File: src/rtl/jk_bank_arbiter.sv
// -----------------------------------------------------------------------------
// jk_bank_arbiter
// Shared bank of WIDTH JK bits written by NREQ requesters. A round-robin
// arbiter picks one request at a time; the winner's {j,k} code and bit mask
// are latched and applied to the bank one cycle later. At most one operation
// is applied per grant, so a grant always takes two cycles (IDLE -> GRANT).
//
// Ports
//   clk   in   clock, rising edge
//   rst   in   asynchronous active-high reset
//   req   in   [NREQ]        per-requester request, held until granted
//   op    in   [2*NREQ]      per-requester {j,k}: 00 hold 01 clear 10 set 11 toggle
//   mask  in   [WIDTH*NREQ]  per-requester bit select, 1 = bit affected
//   gnt   out  [NREQ]        one-hot grant, one cycle per accepted request
//   q     out  [WIDTH]       JK bank state
//   done  out  1             pulse in the cycle after q reflects an operation
//   busy  out  1             high while in GRANT
// -----------------------------------------------------------------------------
module jk_bank_arbiter #(
    parameter int NREQ  = 4,
    parameter int WIDTH = 8
) (
    input  logic                   clk,
    input  logic                   rst,
    input  logic [NREQ-1:0]        req,
    input  logic [2*NREQ-1:0]      op,
    input  logic [WIDTH*NREQ-1:0]  mask,
    output logic [NREQ-1:0]        gnt,
    output logic [WIDTH-1:0]       q,
    output logic                   done,
    output logic                   busy
);

    localparam int PW = $clog2(NREQ);

    typedef enum logic [0:0] {
        ST_IDLE  = 1'b0,
        ST_GRANT = 1'b1
    } state_t;

    state_t              r_state;
    state_t              w_state_nxt;
    logic [PW-1:0]       r_ptr;
    logic [PW-1:0]       r_win;
    logic [1:0]          r_op;
    logic [WIDTH-1:0]    r_mask;
    logic [WIDTH-1:0]    r_q;
    logic [NREQ-1:0]     r_gnt;
    logic                r_done;
    logic                r_busy;

    logic                w_any;
    logic [PW-1:0]       w_win;
    logic [PW-1:0]       w_ptr_nxt;
    logic [NREQ-1:0]     w_gnt_onehot;

    // First requester with req=1 scanning ptr, ptr+1, ... with wrap-around.
    // Returns {found, index}.
    function automatic logic [PW:0] pick_winner(
        input logic [NREQ-1:0] f_req,
        input logic [PW-1:0]   f_ptr
    );
        logic          found;
        logic [PW-1:0] win;
        int            idx;
        found = 1'b0;
        win   = '0;
        for (int i = 0; i < NREQ; i++) begin
            idx = int'(f_ptr) + i;
            if (idx >= NREQ) begin
                idx = idx - NREQ;
            end else begin
                idx = idx;
            end
            if (!found && f_req[idx]) begin
                found = 1'b1;
                win   = PW'(idx);
            end else begin
                found = found;
            end
        end
        return {found, win};
    endfunction

    // Apply one JK code to every masked bit; unmasked bits keep their value.
    function automatic logic [WIDTH-1:0] jk_apply(
        input logic [WIDTH-1:0] f_q,
        input logic [1:0]       f_op,
        input logic [WIDTH-1:0] f_mask
    );
        logic [WIDTH-1:0] res;
        res = f_q;
        for (int b = 0; b < WIDTH; b++) begin
            if (f_mask[b]) begin
                case (f_op)
                    2'b00:   res[b] = f_q[b];
                    2'b01:   res[b] = 1'b0;
                    2'b10:   res[b] = 1'b1;
                    2'b11:   res[b] = ~f_q[b];
                    default: res[b] = f_q[b];
                endcase
            end else begin
                res[b] = f_q[b];
            end
        end
        return res;
    endfunction

    // Arbitration: winner, its one-hot grant and the pointer after this grant.
    always_comb begin
        {w_any, w_win} = pick_winner(req, r_ptr);
        w_gnt_onehot   = NREQ'(1) << w_win;
        if (r_win == PW'(NREQ - 1)) begin
            w_ptr_nxt = '0;
        end else begin
            w_ptr_nxt = r_win + PW'(1);
        end
    end

    // Next-state logic: leave IDLE on any request, GRANT always lasts one cycle.
    always_comb begin
        w_state_nxt = r_state;
        case (r_state)
            ST_IDLE: begin
                if (w_any) begin
                    w_state_nxt = ST_GRANT;
                end else begin
                    w_state_nxt = ST_IDLE;
                end
            end
            ST_GRANT: w_state_nxt = ST_IDLE;
            default:  w_state_nxt = ST_IDLE;
        endcase
    end

    // State register.
    always_ff @(posedge clk or posedge rst) begin
        if (rst) begin
            r_state <= ST_IDLE;
        end else begin
            r_state <= w_state_nxt;
        end
    end

    // Datapath: latch the winner in IDLE, apply its op and advance ptr in GRANT.
    // Inputs are only sampled in IDLE, so changes during GRANT cannot leak in;
    // reset discards a latched op before it reaches q.
    always_ff @(posedge clk or posedge rst) begin
        if (rst) begin
            r_ptr  <= '0;
            r_win  <= '0;
            r_op   <= 2'b00;
            r_mask <= '0;
            r_q    <= '0;
            r_gnt  <= '0;
            r_done <= 1'b0;
            r_busy <= 1'b0;
        end else begin
            case (r_state)
                ST_IDLE: begin
                    r_done <= 1'b0;
                    if (w_any) begin
                        r_win  <= w_win;
                        r_op   <= op[2*int'(w_win) +: 2];
                        r_mask <= mask[WIDTH*int'(w_win) +: WIDTH];
                        r_gnt  <= w_gnt_onehot;
                        r_busy <= 1'b1;
                    end else begin
                        r_gnt  <= '0;
                        r_busy <= 1'b0;
                    end
                end
                ST_GRANT: begin
                    r_q    <= jk_apply(r_q, r_op, r_mask);
                    r_ptr  <= w_ptr_nxt;
                    r_gnt  <= '0;
                    r_busy <= 1'b0;
                    r_done <= 1'b1;
                end
                default: begin
                    r_gnt  <= '0;
                    r_busy <= 1'b0;
                    r_done <= 1'b0;
                end
            endcase
        end
    end

    assign gnt  = r_gnt;
    assign q    = r_q;
    assign done = r_done;
    assign busy = r_busy;

endmodule

File: config.mk
export PLATFORM = sky130hd
export DESIGN_NAME = jk_bank_arbiter
export DESIGN_NICKNAME = d
export VERILOG_FILES = /design/src/rtl/jk_bank_arbiter.sv
export SDC_FILE = /design/constraint.sdc
export NUM_CORES = 1
export LEC_CHECK = 0
export BUFFER_PORTS_ARGS = -buffer_cell sky130_fd_sc_hd__buf_2
export CAP_MARGIN = 0
export CORE_MARGIN = 3
export CORE_UTILIZATION = 46
export CTS_CLUSTER_SIZE = 12
export DETAILED_ROUTE_END_ITERATION = 8
export GPL_TIMING_DRIVEN = 0
export PLACE_DENSITY = 0.78
export SYNTH_ARGS = -nofsm -noshare
export SYNTH_HDL_FRONTEND = slang
export SYNTH_SLANG_ARGS = --single-unit
export TNS_END_PERCENT = 5
File: constraint.sdc
create_clock -name clk -period 2.5 [get_ports clk]
set_clock_uncertainty 0.2 [all_clocks]
set_input_delay 0.5 -clock clk [delete_from_list [all_inputs] [get_ports clk]]
set_output_delay 0.5 -clock clk [all_outputs]
set_load 0.02 [all_outputs]
# After elaboration in Yosys (flattened, before gate mapping)
# Index checks and enable logic that the tools add are counted.
# classes
n_reduce_logical,16
magnitude_cmp,8
muxes,38
addsub,8
shift,3
n_eq_ne,4
n_bitwise,10
# ops
op,n
32-bit by 4-bit < comparator with 1-bit output (second input constant),4
32-bit 2-to-1 mux,4
32-bit by 6-bit variable part select with 8-bit output,1
1-bit case mux with 3 select lines,8
3-bit AND reduction,8
1-bit 2-to-1 mux,13
3-bit by 3-bit subtractor with 4-bit output (second input constant),3
2-bit 2-to-1 mux,5
1-bit inverter,10
3-bit greater-or-equal comparator (second input constant),3
1-bit binary-select mux with 2-bit select,4
4-bit case mux with 2 select lines,1
8-bit by 4-bit variable part select with 2-bit output,1
2-bit by 2-bit adder with 3-bit output (second input constant),2
2-bit == test (second input constant),3
4-bit 2-to-1 mux,1
1-bit case mux with 2 select lines,2
1-bit by 2-bit left shift with 4-bit output (first input constant),1
2-bit by 3-bit subtractor with 4-bit output (second input constant),1
2-bit by 1-bit adder with 3-bit output (second input constant),1
2-bit by 3-bit greater-or-equal comparator with 1-bit output (second input constant),1
1-bit logical AND,3
1-bit zero test,3
2-bit by 1-bit adder with 2-bit output (second input constant),1
3 further kinds,3
# totals
output_inout_bits,14
wordCells,102
in_bits,46
register_bits,28

# Depth between registers and ports, before layout
# Gate-level depths: netlist (run 1).
# logic_depth
word_depth,18
ltp_mapped,7
mapped_depth_nobuf,5

# Worst setup path before layout (run 1)
# Ideal clock, no wire load.
# synth_timing
kind,input port to flip-flop
start,input req[2]
end,register r_mask[0]
required_time_ns,2.158
stages,7
t_arrival_ns,1.568
setup_slack_ns,0.590
setup_ns,0.142
cell_sequence,nor2b_4 > a21o_1 > a211o_1 > buf_6 > buf_12 > mux2i_1 > o221ai_1
# synth_via
elab_chain_len,14
# synth_lines
item,line,text
"start, declared",25,"input logic [NREQ-1:0] req,"
1-bit binary-select mux with 2-bit select,75,if (!found && f_req[idx]) begin
1-bit 2-to-1 mux (not written as such) (2 in series),75,
1-bit 2-to-1 mux,75,
1-bit zero test,75,
1-bit logical AND,75,
1-bit 2-to-1 mux,75,
1-bit zero test,75,
1-bit logical AND,75,
1-bit 2-to-1 mux,75,
1-bit zero test,75,
1-bit logical AND,75,
2-bit 2-to-1 mux / 1-bit 2-to-1 mux (equally long branches),75,
32-bit by 6-bit variable part select with 8-bit output / 2-bit AND reduction (equally long branches),--,
"end signal, assigned",165,r_mask <= mask[WIDTH*int'(w_win) +: WIDTH];
"end, declared",46,logic [WIDTH-1:0] r_mask;
# Parallel ways exist; a longest one is shown, timed or not. The select of a mux whose other input is x is not followed.
# A chain may end at the register's enable or synchronous reset.

# Worst setup path in the final report (run 1)
# layout_timing
start,register r_ptr[1]
end,register r_op[1]
# layout_via
elab_chain_len,16
# layout_lines
item,line,text
"start, declared",43,logic [PW-1:0] r_ptr;
"start signal, assigned",175,r_ptr <= w_ptr_nxt;
"parallel branches: the longest is 16 deep, another holds 3-bit by 3-bit subtractor with 4-bit output",--,
"end signal, assigned",164,r_op <= op[2*int'(w_win) +: 2];
"end, declared",45,logic [1:0] r_op;
# Parallel ways; which one is timed is not known. The select of a mux whose other input is x is not followed.

==> results.json, run 1 <==
{
  "dp.final_hpwl_um": 2431,
  "dominantRegCellSynth": "sky130_fd_sc_hd__dfrtp_1",
  "max-slew-margin-rel": 0.3173,
  "peakVddDrop_uv": 532.7,
  "run_status": "complete, no violations",
  "grt.total_usage": 0.1848,
  "worst_path_max_delay_cell": "sky130_fd_sc_hd__dfrtp_1",
  "cts_buffer_depth": 2,
  "first_global_vias": 1166,
  "dieWidth_um": 60.68,
  "avgViaCountPerCell": 5.493,
  "final.setup.tns_ns": 0,
  "sequentialPowerShare": 0.420,
  "grt_antenna_before_repair": 0,
  "synth_warnings": 0,
  "fin_crit_sh": 0.7936,
  "worst_slack_ns": 0.5159,
  "floorplan.initialDensity": 0.4902,
  "comb_power_share": 0.462,
  "die_height_um": 60.68,
  "drive_gt1_frac": 0.3670,
  "postCtsSetupBuffers": 0,
  "clock-root-buffer": "sky130_fd_sc_hd__clkbuf_4",
  "ctsResizeCount": 0,
  "antenna_violating_nets_post_route": 0,
  "drt_pre_antenna_iters": 4,
  "synth.lib_cells_used.distinct": 24,
  "dr_total_vias": 1203,
  "drt-initial-drc-count": 55,
  "hold_path_class": "primary input to async pin",
  "path_cells": "a21oi_1 -> o32a_1 -> nand2_1 -> clkbuf_1 -> o221ai_1",
  "worst_setup_path_start_kind": "register",
  "synth-seq-area-share": 0.5096,
  "cts-buffers-inserted": 3,
  "required_time_at_the_endpoint_of_the_critical_path_ns": 2.52,
  "critPathArrivalTime_ns": 2.01,
  "grt_start_max_net_pins": 29,
  "clkSlewWorstSetupHoldPaths_ns": 0.16,
  "maxSlewViolCount": 0,
  "switching_power_mw": 0.7814,
  "routed_wirelength_um": 3203,
  "synth_top_area_share": 0.5096,
  "internal_power_mw": 1.138,
  "detail_route.wl_per_cell_um": 14.63,
  "nNetsFinal": 236,
  "grt_setup_unrepaired": "no",
  "design.portCount": 60,
  "syn_avg_cell_area_um2": 11.00,
  "finalWeightedCongestion": 0.7763,
  "synth.cells.most_frequent": "sky130_fd_sc_hd__dfrtp_1 (28), sky130_fd_sc_hd__mux2i_1 (20), sky130_fd_sc_hd__nand2_1 (16), sky130_fd_sc_hd__a21oi_1 (11), sky130_fd_sc_hd__o221ai_1 (10)",
  "timing_hold_violations_final": 0,
  "final.min_clock_period_ns": 1.984,
  "clock-sinks": 28,
  "design.die.area_um2": 3681,
  "core_area_um2": 2805,
  "placementRows": 19,
  "power.total_mw": 1.920,
  "global_route_overflow": 0,
  "number_of_enable_type_register_cells_in_the_synthesized_netlist": 0,
  "worst_setup_path_end_kind": "register",
  "max_freq_mhz": 504.0,
  "critical_path.max_fanout": 10,
  "layout-area-overhead-vs-synth_pct": 26.93,
  "synthMostInstantiatedCell": "sky130_fd_sc_hd__dfrtp_1",
  "ctsHtreeMaxLevel": 1,
  "finalSetupViolations": 0,
  "clkLatencyLatePin_ns": 0.34,
  "ys_seq_elements": 28,
  "tritoncts_clock_tree": "yes",
  "portBuffers": 59,
  "post-place-ws_ns": 0.2515,
  "synth_async_sr_flop_share": 1.000,
  "tightest_slew_ns": 1.023,
  "synth_cells": 125,
  "p_per_area_nw_per_um2": 1100,
  "mappedNetlistArea_um2": 1375,
  "crit_path_max_incr_delay_ns": 0.47,
  "grt_pass1_wl_um": 5126,
  "holdBufCountCts": 0,
  "syn_nets": 172,
  "synthDominantAreaCellType": "sky130_fd_sc_hd__dfrtp_1",
  "worst-setup-path-type": "register to register",
  "clock_power_share": 0.119,
  "drv.max_cap_violation_count": 0,
  "fin_util": 0.6222,
  "antenna_cells": 0,
  "power.leakage_nw": 0.9254,
  "power.share.switching": 0.4070,
  "synthTopCellsByArea": "sky130_fd_sc_hd__dfrtp_1 (51%), sky130_fd_sc_hd__mux2i_1 (15%), sky130_fd_sc_hd__o221ai_1 (6.4%), sky130_fd_sc_hd__nand2_1 (4.4%), sky130_fd_sc_hd__a21oi_1 (4.0%)",
  "detail_route.drc_violations": 0,
  "reg2reg_setup_slack_ns": 0.52
}
==> sequential cells by signal (all words and copies together) (netlist names) <==
name and count:
q 8, r_mask 8, gnt 4, r_op 2, r_ptr 2, r_win 2
busy 1, done 1
==> worst max-delay path: cells and delay by family (launching register included) <==
family                 cells  cell delay [ns]
AO/OA/AOI/OAI              3             0.70
AND/OR/NAND/NOR            1             0.11
flip-flops                 1             0.47
buffers and inverters      1             0.40
==> layout make-up <==
cell class	instances	area (um^2)
multi-input combinational	86	601.8
fill	239	1060
timing repair buffer	59	295.3
clock buffer	4	36.28
inverter	4	15.01
sequential	28	700.7
tap	31	38.79
buffer	7	57.56
==> layer usage <==
metal	up-vias	GRT usage	share of wire
met2	42	0.3069	0.49
li1	589	-	-
met3	4	0.03191	0.066
met1	568	0.2476	0.43
met4	0	0.05573	0.015
met5	-	0	0
==> logic make-up (layout without fill, tap and decap cells) <==
logic type	Yosys count	in the layout	synth area share
AO/OA/AOI/OAI	36	36	0.1783
adder cells (fa/ha/maj)	1	1	0.009098
buffers and inverters	11	74	0.05277
flip-flops	28	28	0.5096
multiplexers	21	21	0.1538
AND/OR/NAND/NOR	28	28	0.09645
==> power by group through the flow <==
| stage | sequential [mW] | combinational, mW | clock [mW] |
|---|---|---|---|
| floorplan | 0.897 | 0.540 | 0 |
| global placement | 0.801 | 0.869 | 0 |
| detailed placement | 0.814 | 0.897 | 0 |
| CTS | 0.804 | 0.898 | 0.225 |
| global route | 0.841 | 0.986 | 0.243 |
| finish | 0.806 | 0.886 | 0.228 |
==> cells in the final DEF (no fill, tap or decap), types with 2 or more instances in the layout <==
master,instances
sky130_fd_sc_hd__clkbuf_4,3
sky130_fd_sc_hd__and3_1,2
sky130_fd_sc_hd__nand2_1,16
sky130_fd_sc_hd__buf_2,59
sky130_fd_sc_hd__nand2b_1,2
sky130_fd_sc_hd__clkbuf_1,4
sky130_fd_sc_hd__a21o_1,2
sky130_fd_sc_hd__mux2i_1,20
sky130_fd_sc_hd__nor2_1,3
sky130_fd_sc_hd__nor3_1,2
sky130_fd_sc_hd__buf_6,2
sky130_fd_sc_hd__a21oi_1,11
sky130_fd_sc_hd__dfrtp_1,28
sky130_fd_sc_hd__o21ai_0,2
sky130_fd_sc_hd__inv_1,3
sky130_fd_sc_hd__a31oi_1,8
sky130_fd_sc_hd__o221ai_1,10
sky130_fd_sc_hd__and2_1,2
==> stage by stage <==
step | hold slack, ns | cells | area (um^2)
final | 0.1691 | 219 | 1745
after detailed placement | 0.2719 | 215 | 1709
after CTS | 0.2234 | 219 | 1745
after global routing | 0.2725 | 219 | 1745
after global placement | 0.2616 | 215 | 1709
after floorplan | 0.2476 | 125 | 1375
==> path summary, 6_finish.rpt <==
kind / startpoint / endpoint / depth (start not counted)
min in group clk: mask[28] / r_mask[4] / 3
max: r_ptr[1] / r_op[1] / 5
max reg2reg: r_ptr[1] / r_op[1] / 5
min reg2reg: q[1] / q[1] / 1
max in group asynchronous: rst / busy / 2
min: rst / q[1] / 2
No activity file was read; power rests on OpenSTA's default activity.
==> inputs of run 2 (changes only) <==
--- a/config.mk
+++ b/config.mk
@@ -5,6 +5,7 @@
 export SDC_FILE = /design/constraint.sdc
 export NUM_CORES = 1
 export LEC_CHECK = 0
+export ABC_AREA = 1
 export BUFFER_PORTS_ARGS = -buffer_cell sky130_fd_sc_hd__buf_2
 export CAP_MARGIN = 0
 export CORE_MARGIN = 3
@@ -12,7 +13,7 @@
 export CTS_CLUSTER_SIZE = 12
 export DETAILED_ROUTE_END_ITERATION = 8
 export GPL_TIMING_DRIVEN = 0
-export PLACE_DENSITY = 0.78
+export PLACE_DENSITY = 0.76
 export SYNTH_ARGS = -nofsm -noshare
 export SYNTH_HDL_FRONTEND = slang
 export SYNTH_SLANG_ARGS = --single-unit
==> constraint.sdc (replaced) <==
create_clock -name clk -period 1.6 [get_ports clk]
set_clock_uncertainty 0.2 [all_clocks]
set_input_delay 0.32 -clock clk [delete_from_list [all_inputs] [get_ports clk]]
set_output_delay 0.32 -clock clk [all_outputs]
set_load 0.02 [all_outputs]
==> run 2 against run 1 <==
The flow now finishes with violations (negative setup slack). Via count rose by 59%. Clock power grew 150%. Non-clock buffer count is 14 higher. Sequential cell count unchanged. Routed wire length grew 40%. Final area is 39% higher. Critical path type unchanged. Largest cell class is now multi-input gates. Largest power group unchanged.
==> results.json, run 2 <==
{
  "global_route_overflow": 0,
  "design.die.area_um2": 4787,
  "multi_input_comb_area_um2": 1045,
  "detail_route.drc_violations": 0,
  "synth.cells.most_frequent": "sky130_fd_sc_hd__nand2_1 (152), sky130_fd_sc_hd__dfrtp_1 (28), sky130_fd_sc_hd__nand3_1 (23), sky130_fd_sc_hd__inv_1 (17), sky130_fd_sc_hd__o21ai_0 (10)",
  "grt_start_max_net_pins": 29,
  "layout.cells.most_common": "sky130_fd_sc_hd__nand2_1",
  "worst_setup_path_start_kind": "register",
  "final-seq-area_um2": 703.2,
  "synthDominantAreaCellType": "sky130_fd_sc_hd__dfrtp_1",
  "core_area_um2": 3744,
  "ys_seq_elements": 28,
  "placementRows": 22,
  "clkSlewWorstSetupHoldPaths_ns": 0.09,
  "portBuffers": 59,
  "tightest_slew_ns": 1.021,
  "grt_antenna_before_repair": 0,
  "synth-seq-area-share": 0.3815,
  "synthTopCellsByArea": "sky130_fd_sc_hd__dfrtp_1 (38%), sky130_fd_sc_hd__nand2_1 (31%), sky130_fd_sc_hd__nand3_1 (6.3%), sky130_fd_sc_hd__o31ai_1 (3.7%), sky130_fd_sc_hd__inv_1 (3.5%)",
  "antenna_violating_nets_post_route": 0,
  "holdBufCountCts": 0,
  "timing_hold_violations_final": 0,
  "first_global_vias": 1699,
  "drv.max_cap_violation_count": 0,
  "clock-sinks": 28,
  "grt.total_usage": 0.1803,
  "avgViaCountPerCell": 4.795,
  "design.portCount": 60,
  "p_per_area_nw_per_um2": 2689,
  "max-slew-margin-rel": 0.3189,
  "dp.final_hpwl_um": 3166,
  "finalWeightedCongestion": 0.8773,
  "run_status": "finished with violations",
  "required_time_at_the_endpoint_of_the_critical_path_ns": 1.58,
  "cts-buffers-inserted": 3,
  "dominantRegCellSynth": "sky130_fd_sc_hd__dfrtp_1",
  "mostFrequentLayoutCells": "sky130_fd_sc_hd__nand2_1 (137), sky130_fd_sc_hd__buf_2 (61), sky130_fd_sc_hd__dfrtp_1 (26)",
  "clock-root-buffer": "sky130_fd_sc_hd__clkbuf_8",
  "dr_total_vias": 1918,
  "final.setup.tns_ns": -6.697,
  "worst_setup_path_end_kind": "register",
  "drive_gt1_frac": 0.3438,
  "synth.lib_cells_used.distinct": 22,
  "failed_checks": "negative setup slack",
  "number_of_enable_type_register_cells_in_the_synthesized_netlist": 0,
  "die_height_um": 69.19,
  "antenna_cells": 0,
  "maxSlewViolCount": 0,
  "worst-setup-path-type": "register to register",
  "final.min_clock_period_ns": 2.120,
  "layout-area-overhead-vs-synth_pct": 32.42,
  "synth_warnings": 0,
  "critical_path.max_fanout": 7,
  "placed_cells_incl_taps": 389,
  "worst_slack_ns": -0.5205,
  "power.leakage_nw": 1.415,
  "power.total_mw": 6.541,
  "final_cells": 400,
  "cts_buffer_depth": 2,
  "ctsHtreeMaxLevel": 1,
  "fin_crit_sh": 1.325,
  "floorplan.initialDensity": 0.4906,
  "clkLatencyLatePin_ns": 0.28,
  "grt_setup_unrepaired": "yes",
  "syn_avg_cell_area_um2": 6.513,
  "synthMostInstantiatedCell": "sky130_fd_sc_hd__nand2_1",
  "drt_pre_antenna_iters": 5,
  "detail_route.wl_per_cell_um": 11.21,
  "synth_top_area_share": 0.3815,
  "critPathArrivalTime_ns": 2.10,
  "hold_ws_ns": 0.06141,
  "max_freq_mhz": 471.6,
  "nNetsFinal": 400,
  "tritoncts_clock_tree": "yes",
  "finalSetupViolations": 17,
  "mappedNetlistArea_um2": 1837,
  "dieWidth_um": 69.19,
  "synth_async_sr_flop_share": 1.000,
  "hold_path_class": "primary input to async pin",
  "routed_wirelength_um": 4485,
  "synth_cells": 282,
  "peakVddDrop_uv": 1790,
  "drt-initial-drc-count": 75,
  "syn_nets": 329,
  "fin_util": 0.6497,
  "grt_pass1_wl_um": 7231,
  "fillCellCount": 353
}
-- run 2: changes by cell type in the layout (fill, tap and decap cells not counted), moves of 4 or more --
cell	change
sky130_fd_sc_hd__nand2_2	+16
sky130_fd_sc_hd__a21oi_1	-10
sky130_fd_sc_hd__mux2i_1	-20
sky130_fd_sc_hd__a31oi_1	-8
sky130_fd_sc_hd__o31ai_1	+9
sky130_fd_sc_hd__nand2_1	+121
sky130_fd_sc_hd__nor2_1	+4
sky130_fd_sc_hd__nand3_1	+23
sky130_fd_sc_hd__o221ai_1	-10
sky130_fd_sc_hd__buf_4	+9
sky130_fd_sc_hd__o21ai_0	+7
sky130_fd_sc_hd__nand2_4	+4
sky130_fd_sc_hd__inv_1	+13
sky130_fd_sc_hd__clkbuf_1	-4
-- run 2: cells by family after synthesis --
family / count (synthesis) / synth area share
buffers and inverters: 35 / 0.09332
AND/OR/NAND/NOR: 196 / 0.4462
flip-flops: 28 / 0.3815
AO/OA/AOI/OAI: 22 / 0.07220
adder cells (fa/ha/maj): 1 / 0.006811
-- run 2: area by class of cell --
class | instances | area share
repair buffers | 66 | 0.1461
well taps | 48 | 0.02469
flip-flops and latches | 28 | 0.2891
clock buffers | 3 | 0.01698
inverters | 21 | 0.03447
plain buffers | 14 | 0.04681
multi-input cells | 219 | 0.4295
clock inverters | 1 | 0.01235
-- run 2: critical path, stage by stage (launching register included) --
cell and delay, ns:
sky130_fd_sc_hd__dfrtp_2 0.46, sky130_fd_sc_hd__buf_6 0.15, sky130_fd_sc_hd__nand2_2 0.06, sky130_fd_sc_hd__nand2_2 0.06
sky130_fd_sc_hd__nand2_2 0.08, sky130_fd_sc_hd__nand2_2 0.06, sky130_fd_sc_hd__nor2_4 0.12, sky130_fd_sc_hd__nand3_2 0.08
sky130_fd_sc_hd__nand2_2 0.12, sky130_fd_sc_hd__nand2_4 0.09, sky130_fd_sc_hd__buf_4 0.17, sky130_fd_sc_hd__nand2_1 0.05
sky130_fd_sc_hd__nand2_1 0.06, sky130_fd_sc_hd__nand2_1 0.06, sky130_fd_sc_hd__nand2_1 0.06, sky130_fd_sc_hd__nand2_1 0.07
sky130_fd_sc_hd__nand2_1 0.06
-- run 2: worst paths after layout --
check	end	start	slack [ns]	cells after the start
worst min-delay path	gnt[2]	rst	0.06	2
worst max-delay path	r_mask[2]	r_ptr[0]	-0.52	16
max in group asynchronous	r_ptr[1]	rst	0.45	2
worst max register to register	r_mask[2]	r_ptr[0]	-0.52	16
min in group clk	r_mask[5]	mask[21]	0.21	7
worst min register to register	r_mask[0]	r_mask[0]	0.29	2
-- run 2: per-layer routing --
| layer | vias to the layer above | share of wire | global-route usage |
|---|---|---|---|
| met3 | 7 | 0.048 | 0.02319 |
| li1 | 1021 | - | - |
| met2 | 51 | 0.47 | 0.2913 |
| met5 | - | 0 | 0 |
| met4 | 0 | 0.022 | 0.08460 |
| met1 | 839 | 0.46 | 0.2392 |
-- run 2: metrics by stage --
stage          cell area [um^2]  setup slack [ns]
4_1_cts                    2301           -0.3933
3_3_place_gp               2196           -0.4327
3_5_place_dp               2196           -0.4462
2_1_floorplan              1841           -0.2294
6_report                   2432           -0.5205
5_1_grt                    2432           -0.6253
-- run 2: power by group --
part	switching (mW)	internal, mW
Combinational	2.84	1.85
Sequential	0.229	1.06
Clock	0.225	0.336
Total	3.30	3.25
-- run 2: what timing repair did --
action | CTS | global route
pin swaps | 3 | 13
endpoints found under the setup margin | 25 | 22
resized for setup | 14 | 29
buffers inserted | 0 | 5
cloned | 0 | 2
==> inputs of run 3 (changes only) <==
--- a/config.mk
+++ b/config.mk
@@ -5,15 +5,14 @@
 export SDC_FILE = /design/constraint.sdc
 export NUM_CORES = 1
 export LEC_CHECK = 0
-export ABC_AREA = 1
 export BUFFER_PORTS_ARGS = -buffer_cell sky130_fd_sc_hd__buf_2
 export CAP_MARGIN = 0
 export CORE_MARGIN = 3
-export CORE_UTILIZATION = 46
+export CORE_UTILIZATION = 42
 export CTS_CLUSTER_SIZE = 12
 export DETAILED_ROUTE_END_ITERATION = 8
 export GPL_TIMING_DRIVEN = 0
-export PLACE_DENSITY = 0.76
+export PLACE_DENSITY = 0.75
 export SYNTH_ARGS = -nofsm -noshare
 export SYNTH_HDL_FRONTEND = slang
 export SYNTH_SLANG_ARGS = --single-unit
==> run 3 against run 2 <==
The flow still finishes with violations (negative setup slack). Routed wire length shrank 24%. Final cell count shrank 42%. Maximum frequency grew 17%. Combinational power shrank 67%. Global-route usage shrank 0.30 points. Sequential power is essentially flat. Die area shrank 17%. Register-to-register slack gained 0.31 ns. Worst hold slack lost 0.050 ns. Critical path depth shrank 9. Sequential cell count is the same. Largest power group unchanged. Highest routed layer unchanged.
==> results.json, run 3 (synthesized netlist as in run 1, its figures left out) <==
{
  "drt_pre_antenna_iters": 4,
  "detail_route.drc_violations": 0,
  "critPathArrivalTime_ns": 1.83,
  "dp.final_hpwl_um": 2534,
  "grtUsageMet2": 0.3254,
  "path_cells": "nor2b_4 -> a21o_1 -> a211o_1 -> buf_6 -> buf_12 -> mux2i_1 -> o221ai_1",
  "nNetsFinal": 238,
  "hold_path_class": "primary input to async pin",
  "met1_global_route_usage": 0.2135,
  "core_area_um2": 3078,
  "max-slew-margin-rel": 0.3069,
  "grt_busiest_layer": "met2",
  "floorplan.initialDensity": 0.4467,
  "design.portCount": 60,
  "worst_path_max_delay_cell": "sky130_fd_sc_hd__dfrtp_1",
  "antenna_cells": 0,
  "grt_pass1_wl_um": 5589,
  "grt_antenna_before_repair": 0,
  "worst-setup-path-type": "register to register",
  "dr_total_vias": 1227,
  "max_freq_mhz": 551.5,
  "required_time_at_the_endpoint_of_the_critical_path_ns": 1.62,
  "worst_slack_ns": -0.2132,
  "tightest_slew_ns": 1.039,
  "global_route_overflow": 0,
  "clkSlewWorstSetupHoldPaths_ns": 0.15,
  "layout-area-overhead-vs-synth_pct": 35.40,
  "cts-buffers-inserted": 3,
  "final.setup.tns_ns": -2.160,
  "fin_util": 0.6049,
  "tritoncts_clock_tree": "yes",
  "avgViaCountPerCell": 5.244,
  "clkLatencyLatePin_ns": 0.33,
  "grt_setup_unrepaired": "yes",
  "clock-sinks": 28,
  "fin_crit_sh": 1.133,
  "antenna_violating_nets_post_route": 0,
  "design.die.area_um2": 3997,
  "ctsHtreeMaxLevel": 1,
  "p_per_area_nw_per_um2": 1756,
  "worst_setup_path_end_kind": "register",
  "placementRows": 20,
  "power.total_mw": 3.269,
  "dieWidth_um": 63.22,
  "grt.total_usage": 0.1773,
  "failed_checks": "negative setup slack",
  "timing_hold_violations_final": 0,
  "fillCellCount": 255,
  "layout.cells.most_common": "sky130_fd_sc_hd__buf_2",
  "routed_wirelength_um": 3390,
  "finalWeightedCongestion": 0.7453,
  "detail_route.wl_per_cell_um": 14.49,
  "holdBufCountCts": 0,
  "first_global_vias": 1229,
  "final.min_clock_period_ns": 1.813,
  "drt-initial-drc-count": 64,
  "critical_path.max_fanout": 10,
  "peakVddDrop_uv": 611.6,
  "maxSlewViolCount": 0,
  "drive_gt1_frac": 0.4526,
  "cts_buffer_depth": 2,
  "worst_setup_path_start_kind": "register",
  "power.leakage_nw": 0.9568,
  "run_status": "finished with violations",
  "portBuffers": 59,
  "die_height_um": 63.22,
  "crit_path_max_incr_delay_ns": 0.44,
  "finalSetupViolations": 12,
  "grt_start_max_net_pins": 29,
  "grt_use_met3": 0.02317,
  "mostFrequentLayoutCells": "sky130_fd_sc_hd__buf_2 (59), sky130_fd_sc_hd__dfrtp_1 (26), sky130_fd_sc_hd__mux2i_1 (19)",
  "drv.max_cap_violation_count": 0,
  "clock-root-buffer": "sky130_fd_sc_hd__clkbuf_4"
}
-- run 3: changes by cell type in the layout (fill, tap and decap cells not counted), sizes merged, moves of 7 or more --
cell | before | now
nand2 | 157 | 16
nand3 | 26 | 0
mux2i | 0 | 20
inv | 21 | 4
buf | 76 | 64
a21oi | 1 | 11
o21ai | 12 | 2
o221ai | 0 | 10
o31ai | 9 | 0
a31oi | 0 | 8
nor2 | 10 | 3
-- run 3: cell type report --
type	instances	area [um^2]	area share
Buffer	7	78.83	0.04234
Clock buffer	3	22.52	0.01210
Clock inverter	1	30.03	0.01613
Inverter	4	15.01	0.008064
Multi-Input combinational cell	86	646.9	0.3474
Sequential cell	28	703.2	0.3777
Tap cell	44	55.05	0.02957
Timing Repair Buffer	61	310.3	0.1667
-- run 3: path summary, 6_finish.rpt --
kind | start | to | slack (ns) | depth (start not counted)
worst max-delay path | r_ptr[0] | r_op[1] | -0.21 | 7
worst min register to register | q[0] | q[0] | 0.29 | 1
max in group asynchronous | rst | busy | 0.50 | 2
min in group clk | mask[24] | r_mask[0] | 0.08 | 3
worst min-delay path | rst | r_mask[1] | 0.01 | 2
worst max register to register | r_ptr[0] | r_op[1] | -0.21 | 7
-- run 3: repair_timing --
action | CTS | global route
gates cloned | 0 | 0
pin swaps | 2 | 4
setup endpoints to repair | 16 | 25
resized for setup | 13 | 8
buffers inserted | 2 | 0
-- run 3: through the flow --
step / instances / worst slack, ns / cell area (um^2) / hold WS [ns]
2_1_floorplan: 125 / -0.09277 / 1375 / 0.1854
6_report: 234 / -0.2132 / 1862 / 0.01122
3_5_place_dp: 228 / -0.4627 / 1725 / 0.2711
5_1_grt: 234 / -0.3112 / 1862 / 0.07964
3_3_place_gp: 228 / -0.4170 / 1725 / 0.2659
4_1_cts: 234 / -0.2374 / 1842 / 0.03850
-- run 3: report_power, final --
part / internal [mW] / switching, mW
logic: 0.720 / 0.818
registers: 1.02 / 0.248
clock network: 0.254 / 0.206
-- run 3: worst max-delay path: cells and delay by family, from the launching register on --
family | cells | cell delay (ns)
AO/OA/AOI/OAI | 3 | 0.54
flip-flops | 1 | 0.44
buffers and inverters | 2 | 0.28
AND/OR/NAND/NOR | 1 | 0.07
multiplexers | 1 | 0.16
-- run 3: metal layers --
layer | wire length, um | up-vias
met5 | 0 | -
met4 | 40 | 0
met3 | 215 | 4
met2 | 1813 | 49
met1 | 1321 | 579
li1 | - | 595
